`src/rtl/pulse_capture.sv`:
```
// pulse_capture: measures high time and rising-to-rising period of an
// external pulse train in prescaled ticks, with valid/ready result hand-off.
module pulse_capture #(
    parameter int SIZE        = 16,
    parameter int SYNC_STAGES = 2
) (
    input  logic            clk_i,
    input  logic            rst_ni,
    input  logic            ena_i,
    input  logic            clear_i,
    input  logic            sig_i,
    input  logic [SIZE-1:0] prescale_i,
    input  logic [SIZE-1:0] timeout_i,
    output logic [SIZE-1:0] high_o,
    output logic [SIZE-1:0] period_o,
    output logic            valid_o,
    input  logic            ready_i,
    output logic            overrun_o,
    output logic            timeout_o,
    output logic            interrupt_o
);

    typedef enum logic [1:0] {
        IDLE = 2'd0,
        HIGH = 2'd1,
        LOW  = 2'd2
    } state_t;

    localparam logic [SIZE-1:0] ONE = {{(SIZE-1){1'b0}}, 1'b1};

    state_t                 state_q, state_d;
    logic [SYNC_STAGES-1:0] sync_q;
    logic                   dly_q;
    logic [SIZE-1:0]        pre_q, pre_d;
    logic [SIZE-1:0]        cnt_q, cnt_d;
    logic [SIZE-1:0]        hold_q, hold_d;
    logic [SIZE-1:0]        high_q, high_d;
    logic [SIZE-1:0]        period_q, period_d;
    logic                   valid_q, valid_d;
    logic                   ovr_q, ovr_d;
    logic                   tmo_q, tmo_d;
    logic                   irq_q, irq_d;

    logic sync_s, rise, fall, tick, measuring, tmo_hit, publish;

    assign sync_s    = sync_q[SYNC_STAGES-1];
    assign rise      = sync_s & ~dly_q;
    assign fall      = ~sync_s & dly_q;
    assign tick      = (pre_q == prescale_i);
    assign measuring = (state_q != IDLE);
    assign tmo_hit   = measuring && (timeout_i != '0) && (cnt_q == timeout_i);

    // Input synchronizer plus one delay flop for edge detection
    always_ff @(posedge clk_i or posedge rst_ni) begin
        if (rst_ni) begin
            sync_q <= '0;
            dly_q  <= 1'b0;
        end else begin
            sync_q <= {sync_q[SYNC_STAGES-2:0], sig_i};
            dly_q  <= sync_s;
        end
    end

    // Next-state: FSM, prescaler, counter, publish/handshake and flags
    always_comb begin
        state_d  = state_q;
        pre_d    = tick ? '0 : pre_q + ONE;
        cnt_d    = cnt_q;
        hold_d   = hold_q;
        high_d   = high_q;
        period_d = period_q;
        valid_d  = valid_q;
        ovr_d    = ovr_q;
        tmo_d    = tmo_q;
        irq_d    = 1'b0;
        publish  = 1'b0;

        if (valid_q && ready_i) valid_d = 1'b0;

        if (!ena_i) begin
            state_d = IDLE;
            cnt_d   = '0;
            pre_d   = '0;
        end else begin
            if (rise) pre_d = '0;
            if (measuring && tick && !(&cnt_q)) cnt_d = cnt_q + ONE;
            unique case (state_q)
                IDLE: begin
                    if (rise) begin
                        state_d = HIGH;
                        cnt_d   = ONE;
                    end
                end
                HIGH: begin
                    if (tmo_hit) begin
                        state_d = IDLE;
                    end else if (fall) begin
                        hold_d  = cnt_q;
                        state_d = LOW;
                    end
                end
                LOW: begin
                    if (tmo_hit) begin
                        state_d = IDLE;
                    end else if (rise) begin
                        publish = 1'b1;
                        cnt_d   = ONE;
                        state_d = HIGH;
                    end
                end
                default: state_d = IDLE;
            endcase
            if (tmo_hit) begin
                cnt_d = '0;
                tmo_d = 1'b1;
                irq_d = 1'b1;
            end
            if (publish) begin
                if (!valid_q || ready_i) begin
                    high_d   = hold_q;
                    period_d = cnt_q;
                    valid_d  = 1'b1;
                    irq_d    = 1'b1;
                end else begin
                    ovr_d = 1'b1;
                end
            end
        end

        if (clear_i) begin
            state_d  = IDLE;
            cnt_d    = '0;
            high_d   = high_q;
            period_d = period_q;
            valid_d  = 1'b0;
            ovr_d    = 1'b0;
            tmo_d    = 1'b0;
            irq_d    = 1'b0;
        end
    end

    // State and result registers
    always_ff @(posedge clk_i or posedge rst_ni) begin
        if (rst_ni) begin
            state_q  <= IDLE;
            pre_q    <= '0;
            cnt_q    <= '0;
            hold_q   <= '0;
            high_q   <= '0;
            period_q <= '0;
            valid_q  <= 1'b0;
            ovr_q    <= 1'b0;
            tmo_q    <= 1'b0;
            irq_q    <= 1'b0;
        end else begin
            state_q  <= state_d;
            pre_q    <= pre_d;
            cnt_q    <= cnt_d;
            hold_q   <= hold_d;
            high_q   <= high_d;
            period_q <= period_d;
            valid_q  <= valid_d;
            ovr_q    <= ovr_d;
            tmo_q    <= tmo_d;
            irq_q    <= irq_d;
        end
    end

    assign high_o      = high_q;
    assign period_o    = period_q;
    assign valid_o     = valid_q;
    assign overrun_o   = ovr_q;
    assign timeout_o   = tmo_q;
    assign interrupt_o = irq_q;

endmodule

```
`config.mk`:
```
export PLATFORM = sky130hd
export DESIGN_NAME = pulse_capture
export DESIGN_NICKNAME = d
export VERILOG_FILES = /design/src/rtl/pulse_capture.sv
export SDC_FILE = /design/constraint.sdc
export NUM_CORES = 1
export LEC_CHECK = 0
export CORE_ASPECT_RATIO = 0.5
export CORE_MARGIN = 2
export CORE_UTILIZATION = 40
export CTS_BUF_LIST = sky130_fd_sc_hd__clkbuf_16
export DETAILED_ROUTE_END_ITERATION = 12
export PLACE_DENSITY = 0.61
export SLEW_MARGIN = 10
export SYNTH_ARGS = -nofsm -noshare
export SYNTH_HDL_FRONTEND = slang
export SYNTH_SLANG_ARGS = --single-unit
```
`constraint.sdc`:
```
create_clock -name clk_i -period 4.45 [get_ports clk_i]
set_input_delay 0.89 -clock clk_i [delete_from_list [all_inputs] [get_ports clk_i]]
set_output_delay 0.89 -clock clk_i [all_outputs]
set_load 0.005 [all_outputs]
```
==> results.ini, run 1 <==
[floorplan]
fp-row-count=26
ios=74
die_w_um=150
dieArea_mm2=0.0116
core_area_mm2=0.0103
initial_core_util_pct=41.5
die_y_um=77.1

[layout]
syn_to_final_growth_pct=27.5
diodes=0
nFillCells=887
drive_above_1_share_pct=6.68
nets=484
seq_area_mm2=0.00223
multi_input_comb_area_mm2=0.00193
design_area_mm2=0.00545

[logic_synthesis]
yosysWarnings=0
synth_area_per_cell_um2=11.6
synthesis.nets=410
synth.top_cells.by_count=dfrtp_1 (89), mux2_1 (48), xor2_1 (38)
synth_cell_types=41
synth-async-reset-ratio_pct=100
synth_edf_count=0
synth_area_leaders=dfrtp_1 (52%), mux2_1 (13%), xor2_1 (7.8%), o31ai_1 (2.5%), a211oi_1 (2.3%)
ys_seq_area_share_pct=52.1
syn_inst=370
ys.flop_type=dfrtp_1
synthMostInstantiatedCell=dfrtp_1
synthesis.area_mm2=0.00428
synth_largest_area_cell=dfrtp_1
yosys.area.top_type_share_pct=52.1
ys_seq_elements=89

[flow_run]
maxCapViolations=0

[global_routing]
grt-ovfl-total=0
grt.met1_usage_pct=24.3
grt_pass1_vias=3340
grt_max_degree=40
grt_pass1_wl_um=16500
grt_usage_pct=18.4
grt_busiest_layer=met2
grt_use_met2_pct=28.8
grtUsageMet3_pct=5.00
antenna_found_initial=0

[sta]
period_needed_ns=3.04
fmax_mhz=328
tightestPinTransition_ns=0.809
skew_ns=0.00560
hold_viol=0
fin_tns_setup_ns=0
period_share_pct=68.4
layout_setup_ws_ns=1.41
drv_slew=0
max_slew_margin_pct=45.9
rsz0062_at_grt=false
setup_viol=0

[clocking]
cts_resized=0
cts_tree=yes
clk_pin_slew_ns=0.06
cts_root_buf=clkbuf_16
post_cts.repair.setup_buffers=0
clockBufferDepth=2
h-tree-depth=3
clk_latency_ns=0.34
cts_sinks=89
postCtsHoldBufs=0
cts_made_buffers=9

[min_path]
hp-start=sync_q[0]
hold_depth=0
min_to=sync_q[1]
hold_path.class=reg2reg

[setup_path]
cp.arrival_ns=3.27
worstSetupStartpointType=primary input
r2r_cells=6
required_ns=4.67
reg2reg_from=cnt_q[0]
path_max_fanout=20
cp-end-kind=flip-flop
ff2ff_setup_slack_ns=1.89
worstSetupPathType=in2reg
r2r_end=high_o[14]

[routing]
finalWirelength_um=9660
vias_per_cell=5.37
vias=3163
drc=0
drt_iter0_markers=121
ant_nets=0
drt-pass1-iter-count=4
wl_per_cell_um=16.4

[power]
leakage_uw=0.00243
vdd_drop_max_uv=205
power_density_mw_per_mm2=304

[run_status]
status=completed

[place]
port-buffer-count=73
place_congestion=0.912
place_area_mm2=0.00516
dp_hpwl_um=7040
dp_slack_ns=1.07

registers in the layout, summed over array words and instances, names as in the netlist:
| name | cells |
|---|---|
| hold_q | 16 |
| overrun_o | 1 |
| interrupt_o | 1 |
| period_o | 16 |
| pre_q | 16 |
| dly_q | 1 |
| state_q | 2 |
| timeout_o | 1 |
| sync_q | 2 |
| cnt_q | 16 |
| valid_o | 1 |
| high_o | 16 |
cells in the final DEF, fill, tap and decap left out, drive strengths merged, types with 6 or more instances in the layout:
| master | count |
|---|---|
| a211oi | 13 |
| o31ai | 14 |
| xnor2 | 8 |
| nand3 | 14 |
| and3 | 8 |
| xor2 | 38 |
| inv | 9 |
| clkdlybuf4s50 | 73 |
| or4 | 12 |
| nand2 | 12 |
| buf | 8 |
| dfrtp | 89 |
| o21ai | 6 |
| nor4 | 13 |
| nand4 | 8 |
| nor2 | 24 |
| nor3 | 7 |
| mux2 | 48 |
| clkbuf | 9 |
worst max-delay path: stages:
cell and delay, ns:
clkdlybuf4s50_1 0.45, xor2_1 0.18, nor4_1 0.39, nand4_1 0.22, o21ai_2 0.39, buf_4 0.38
mux2_1 0.36
power by group:
group,internal [µW],leakage [µW],total [µW],switching [µW]
Combinational,44.5,0.00106,91.7,47.3
Sequential,813,0.00123,819,5.52
Clock,434,0.000135,745,312
worst max-delay path by stage:
| stage | from | slack [ns] | depth (start not counted) | to |
|---|---|---|---|---|
| 2_1_floorplan | rst_ni | 1.25 | 1 | cnt_q[0] |
| 3_3_place_gp | timeout_i[9] | 1.16 | 7 | high_o[9] |
| 3_5_place_dp | timeout_i[1] | 1.07 | 7 | high_o[14] |
| 4_1_cts | timeout_i[1] | 1.43 | 7 | high_o[14] |
| 5_1_grt | timeout_i[1] | 1.29 | 7 | high_o[11] |
| 6_report | timeout_i[1] | 1.41 | 7 | high_o[14] |
stage by stage:
step	util, %	hold slack, ns	total power [µW]	instances
after floorplan	-	0.331	872	370
after global placement	50.0	0.339	924	573
after detailed placement	50.0	0.339	927	573
after CTS	52.9	0.355	1680	589
after global routing	52.9	0.356	1730	589
final	52.9	0.355	1660	589
final cells by class:
cell class              instances  area share (%)
well taps                     140            3.21
multi-input cells             254            35.4
inverters                       9           0.642
clock buffers                   9            4.13
repair buffers                 81            14.5
clock inverters                 7            1.28
flip-flops and latches         89            40.8
per-layer routing:
metal | wire length (µm) | share of wire [%]
met5 | 0 | 0
met4 | 200 | 2.1
met3 | 437 | 4.5
met2 | 4460 | 46
met1 | 4560 | 47
cells by family after synthesis:
logic type	share of synthesized area (%)
and+or+nand+nor	14.8
DFF	52.1
muxes	12.6
adders and majority gates	0.585
buffers and inverters	2.92
AOI/OAI and AO/OA	7.55
xor gates and xnor gates	9.42
No activity file was read; power rests on OpenSTA's default activity.
==> run 2, diff against run 1 <==
--- a/config.mk
+++ b/config.mk
@@ -10,7 +10,7 @@
 export CORE_UTILIZATION = 40
 export CTS_BUF_LIST = sky130_fd_sc_hd__clkbuf_16
 export DETAILED_ROUTE_END_ITERATION = 12
-export PLACE_DENSITY = 0.61
+export PLACE_DENSITY = 0.64
 export SLEW_MARGIN = 10
 export SYNTH_ARGS = -nofsm -noshare
 export SYNTH_HDL_FRONTEND = slang
==> constraint.sdc (replaced) <==
create_clock -name clk_i -period 2.65 [get_ports clk_i]
set_input_delay 0.53 -clock clk_i [delete_from_list [all_inputs] [get_ports clk_i]]
set_output_delay 0.53 -clock clk_i [all_outputs]
set_load 0.005 [all_outputs]
==> results.ini, run 2 (same netlist as run 1, synthesis figures left out) <==
[setup_path]
crit_chain=clkdlybuf4s50_1, xor2_1, nor4_1, nand4_1, buf_4, or4_1, a211oi_1
cp.arrival_ns=2.65  ; -0.62 ns
max_stage_delay_ns=0.52  ; +0.07 ns
cpMaxStageDelayCell=or4_1
critPathBufInv=2  ; unchanged
path_max_fanout=29  ; +45%
worstSetupStartpointType=primary input
worstSetupPathType=in2reg
cp_top_family=simple AND/OR/NAND/NOR gates
required_ns=2.89  ; -1.78 ns
cp-end-kind=flip-flop

[sta]
fmax_mhz=414
drv_slew=0  ; unchanged
period_share_pct=91.1
fin_tns_setup_ns=0  ; unchanged
hold_viol=0  ; unchanged
period_needed_ns=2.41
skew_ns=0.00488  ; -0.000718 ns
layout_setup_ws_ns=0.237  ; -1.17 ns
max_slew_margin_pct=61.8  ; +16 points
rsz0062_at_grt=false
hold_slack_ns=0.351  ; -0.00447 ns
tightestPinTransition_ns=0.571  ; -0.238 ns
setup_viol=0  ; unchanged

[floorplan]
initial_core_util_pct=41.5  ; unchanged
fp-row-count=26  ; unchanged
ios=74  ; unchanged
dieArea_mm2=0.0116  ; unchanged
die_w_um=150  ; unchanged
core_area_mm2=0.0103  ; unchanged
die_y_um=77.1  ; unchanged

[routing]
finalWirelength_um=9190  ; -4.8%
drt_iter0_markers=195  ; +61%
ant_nets=0  ; unchanged
route.met2.wl_um=4350  ; -2.4%
wl_met1_um=4430  ; -2.9%
met3_length_um=324  ; -26%
vias=3128  ; -1.1%
top_layer_used=met4
drc=0  ; unchanged
vias_per_cell=5.25  ; -2.3%
wl_per_cell_um=15.4  ; -5.9%
drt-pass1-iter-count=4  ; unchanged

[clocking]
post_cts.repair.setup_buffers=0  ; unchanged
cts_root_buf=clkbuf_16
clk_pin_slew_ns=0.06  ; about the same
cts_resized=0  ; unchanged
cts_sinks=89  ; unchanged
postCtsHoldBufs=0  ; unchanged
cts_made_buffers=9  ; unchanged
clk_latency_ns=0.34  ; about the same
h-tree-depth=3  ; unchanged
cts_tree=yes
clockBufferDepth=2  ; unchanged

[layout]
final_common_cell=dfrtp_1
final_cell_mix=dfrtp_1 (89), clkdlybuf4s50_1 (73), mux2_1 (48)
design_area_mm2=0.00557  ; +2.2%
syn_to_final_growth_pct=30.2
drive_above_1_share_pct=8.33  ; +1.7 points
nets=491  ; +1.4%
diodes=0  ; unchanged

[power]
leakage_uw=0.00249  ; +2.3%
power_density_mw_per_mm2=517  ; +70%
p_total_uw=2880  ; +74%
vdd_drop_max_uv=361  ; +76%

[min_path]
hold_path.class=reg2reg

[global_routing]
grt-ovfl-total=0  ; unchanged
grt_pass1_wl_um=15700  ; -4.8%
antenna_found_initial=0  ; unchanged
grt_max_degree=90  ; +130%
grt_usage_pct=17.4  ; -0.98 points
grt_pass1_vias=3110  ; -6.9%

[place]
place_area_mm2=0.00525  ; +1.8%
dp_slack_ns=-0.0921  ; -1.16 ns
place_congestion=0.834  ; -8.5%
dp_hpwl_um=6480  ; -8.0%
port-buffer-count=73  ; unchanged

[flow_run]
maxCapViolations=0  ; unchanged

[run_status]
status=completed

[run 2: changes by cell type in the layout (fill, tap and decap cells not counted)]
cell        change
inv_6           -1
clkinv_1        -1
buf_12          +3
buf_4           +4
bufinv_16       +1
clkinv_2        -1
clkinvlp_4      +2
[run 2: final timing paths]
check                             to          start  slack [ns]  depth (start not counted)
min in group asynchronous   pre_q[0]         rst_ni        0.67                          3
max in group asynchronous  hold_q[1]         rst_ni        1.61                          3
setup / recovery           cnt_q[14]  prescale_i[3]        0.24                          7
setup reg to reg           cnt_q[14]       cnt_q[1]        0.36                          6
hold reg to reg            sync_q[1]      sync_q[0]        0.35                          0
hold / removal             sync_q[1]      sync_q[0]        0.35                          0
[run 2: metrics by stage]
stage	cells	util [%]
floorplan	370	-
global placement	580	50.9
detailed placement	580	50.9
CTS	596	54.0
global route	596	54.0
finish	596	54.0
[run 2: area by class of cell]
cell class	count	area [µm²]
well taps	140	175
multi-input cells	254	1930
flip-flops and latches	89	2230
fillers	895	4740
clock buffers	9	225
repair buffers	88	881
clock inverters	7	95.1
inverters	9	37.5
[run 2: power breakdown]
group / switching [µW] / total, µW / internal (µW)
combinational: 80.4 / 159 / 79.0
clock: 525 / 1350 / 823
sequential: 9.06 / 1370 / 1370
[run 2: per-layer routing]
metal	vias to the layer above	global-route usage (%)
met1	1551	24.1
met5	-	0
met3	10	4.40
li1	1511	-
met2	56	27.6
met4	0	4.06
==> run 3, diff against run 2 <==
--- a/config.mk
+++ b/config.mk
@@ -8,7 +8,7 @@
 export CORE_ASPECT_RATIO = 0.5
 export CORE_MARGIN = 2
 export CORE_UTILIZATION = 40
-export CTS_BUF_LIST = sky130_fd_sc_hd__clkbuf_16
+export CTS_BUF_LIST = sky130_fd_sc_hd__clkbuf_8
 export DETAILED_ROUTE_END_ITERATION = 12
 export PLACE_DENSITY = 0.64
 export SLEW_MARGIN = 10
==> results.ini, run 3 (same netlist as run 1, synthesis figures left out) <==
[floorplan]
dieArea_mm2=0.0116  ; unchanged
initial_core_util_pct=41.5  ; unchanged
ios=74  ; unchanged
core_area_mm2=0.0103  ; unchanged
die_y_um=77.1  ; unchanged
die_w_um=150  ; unchanged
fp-row-count=26  ; unchanged

[layout]
syn_to_final_growth_pct=27.8
nFillCells=917  ; +2.5%
diodes=0  ; unchanged
drive_above_1_share_pct=8.33  ; unchanged
seq_area_mm2=0.00223  ; unchanged
design_area_mm2=0.00547  ; -1.8%
final_cell_mix=dfrtp_1 (89), clkdlybuf4s50_1 (73), mux2_1 (48)
final_common_cell=dfrtp_1
fin_util_pct=53.0  ; -0.98 points
nets=491  ; unchanged
multi_input_comb_area_mm2=0.00193  ; unchanged

[routing]
drc=0  ; unchanged
met3_length_um=395  ; +22%
route.met2.wl_um=4350  ; about the same
top_layer_used=met4
ant_nets=0  ; unchanged
wl_per_cell_um=15.5  ; +0.64%
drt_iter0_markers=150  ; -23%
wl_met1_um=4430  ; +0.11%
vias_per_cell=5.28  ; +0.67%
vias=3149  ; +0.67%
drt-pass1-iter-count=4  ; unchanged
finalWirelength_um=9250  ; +0.64%

[place]
dp_hpwl_um=6480  ; unchanged
place_area_mm2=0.00525  ; unchanged
port-buffer-count=73  ; unchanged
place_congestion=0.834  ; unchanged

[global_routing]
grt_pass1_wl_um=15600  ; -0.48%
antenna_found_initial=0  ; unchanged
grt_max_degree=90  ; unchanged
grt_usage_pct=17.4  ; about the same
grt-ovfl-total=0  ; unchanged
grt_pass1_vias=3090  ; -0.64%

[clocking]
post_cts.repair.setup_buffers=0  ; unchanged
clk_latency_ns=0.36  ; +0.02 ns
postCtsHoldBufs=0  ; unchanged
cts_made_buffers=9  ; unchanged
clockBufferDepth=2  ; unchanged
cts_root_buf=clkbuf_8
clk_pin_slew_ns=0.09  ; +0.03 ns
h-tree-depth=3  ; unchanged
cts_sinks=89  ; unchanged
cts_tree=yes
cts_resized=0  ; unchanged

[sta]
fmax_mhz=423  ; +2.2%
rsz0062_at_grt=false
tightestPinTransition_ns=0.580  ; +0.00893 ns
drv_slew=0  ; unchanged
setup_viol=0  ; unchanged
max_slew_margin_pct=61.2  ; -0.60 points
hold_viol=0  ; unchanged
period_share_pct=89.1  ; -2.0 points
skew_ns=0.0103  ; +0.00544 ns
period_needed_ns=2.36  ; -0.0518 ns

[setup_path]
cp.arrival_ns=2.63  ; -0.02 ns
path_max_fanout=29  ; unchanged
required_ns=2.92  ; +0.03 ns
cp-end-kind=flip-flop
worstSetupStartpointType=primary input
r2r_cells=6  ; unchanged
worstSetupPathType=in2reg

[flow_run]
maxCapViolations=0  ; unchanged

[min_path]
hold_path.class=reg2reg
hold_depth=0  ; unchanged

[power]
vdd_drop_max_uv=203  ; -44%
leakage_uw=0.00244  ; -1.9%
power_density_mw_per_mm2=466  ; -10%

[run_status]
status=completed

-- run 3: critical path, stage by stage --
cell,delay [ns]
clkdlybuf4s50_1,0.41
xor2_1,0.14
nor4_1,0.39
nand4_1,0.14
buf_4,0.24
or4_1,0.52
a211oi_1,0.25
-- run 3: final cells by class --
type	instances	area share [%]
Clock buffer	9	2.26
Clock inverter	7	1.74
Inverter	9	0.686
Multi-Input combinational cell	254	35.3
Sequential cell	89	40.7
Tap cell	140	3.20
Timing Repair Buffer	88	16.1
-- run 3: path summary, 6_finish.rpt --
kind                              to           from  slack, ns
setup / recovery           cnt_q[15]  prescale_i[3]       0.29
hold / removal             sync_q[1]      sync_q[0]       0.36
setup reg to reg           cnt_q[14]       cnt_q[1]       0.38
hold reg to reg            sync_q[1]      sync_q[0]       0.36
max in group asynchronous  high_o[2]         rst_ni       1.63
min in group asynchronous   pre_q[3]         rst_ni       0.64
-- run 3: layer usage --
metal	up-vias	global-route usage (%)
met5	-	0
met4	0	4.34
met3	7	4.76
met2	74	27.3
met1	1562	24.0
li1	1506	-
-- run 3: power breakdown --
part | internal, µW | switching [µW]
Clock | 528 | 487
Combinational | 79.0 | 81.1
Sequential | 1360 | 9.06
Total | 1970 | 577
-- run 3: through the flow --
stage / hold WS [ns] / power, µW / setup TNS [ns] / instances / setup slack, ns
after detailed placement: 0.339 / 1560 / -0.969 / 580 / -0.0921
after floorplan: 0.331 / 1460 / 0 / 370 / 0.419
after global placement: 0.336 / 1560 / -0.462 / 580 / -0.0458
final: 0.356 / 2550 / 0 / 596 / 0.288
after global routing: 0.364 / 2670 / 0 / 596 / 0.174
after CTS: 0.359 / 2590 / 0 / 596 / 0.272
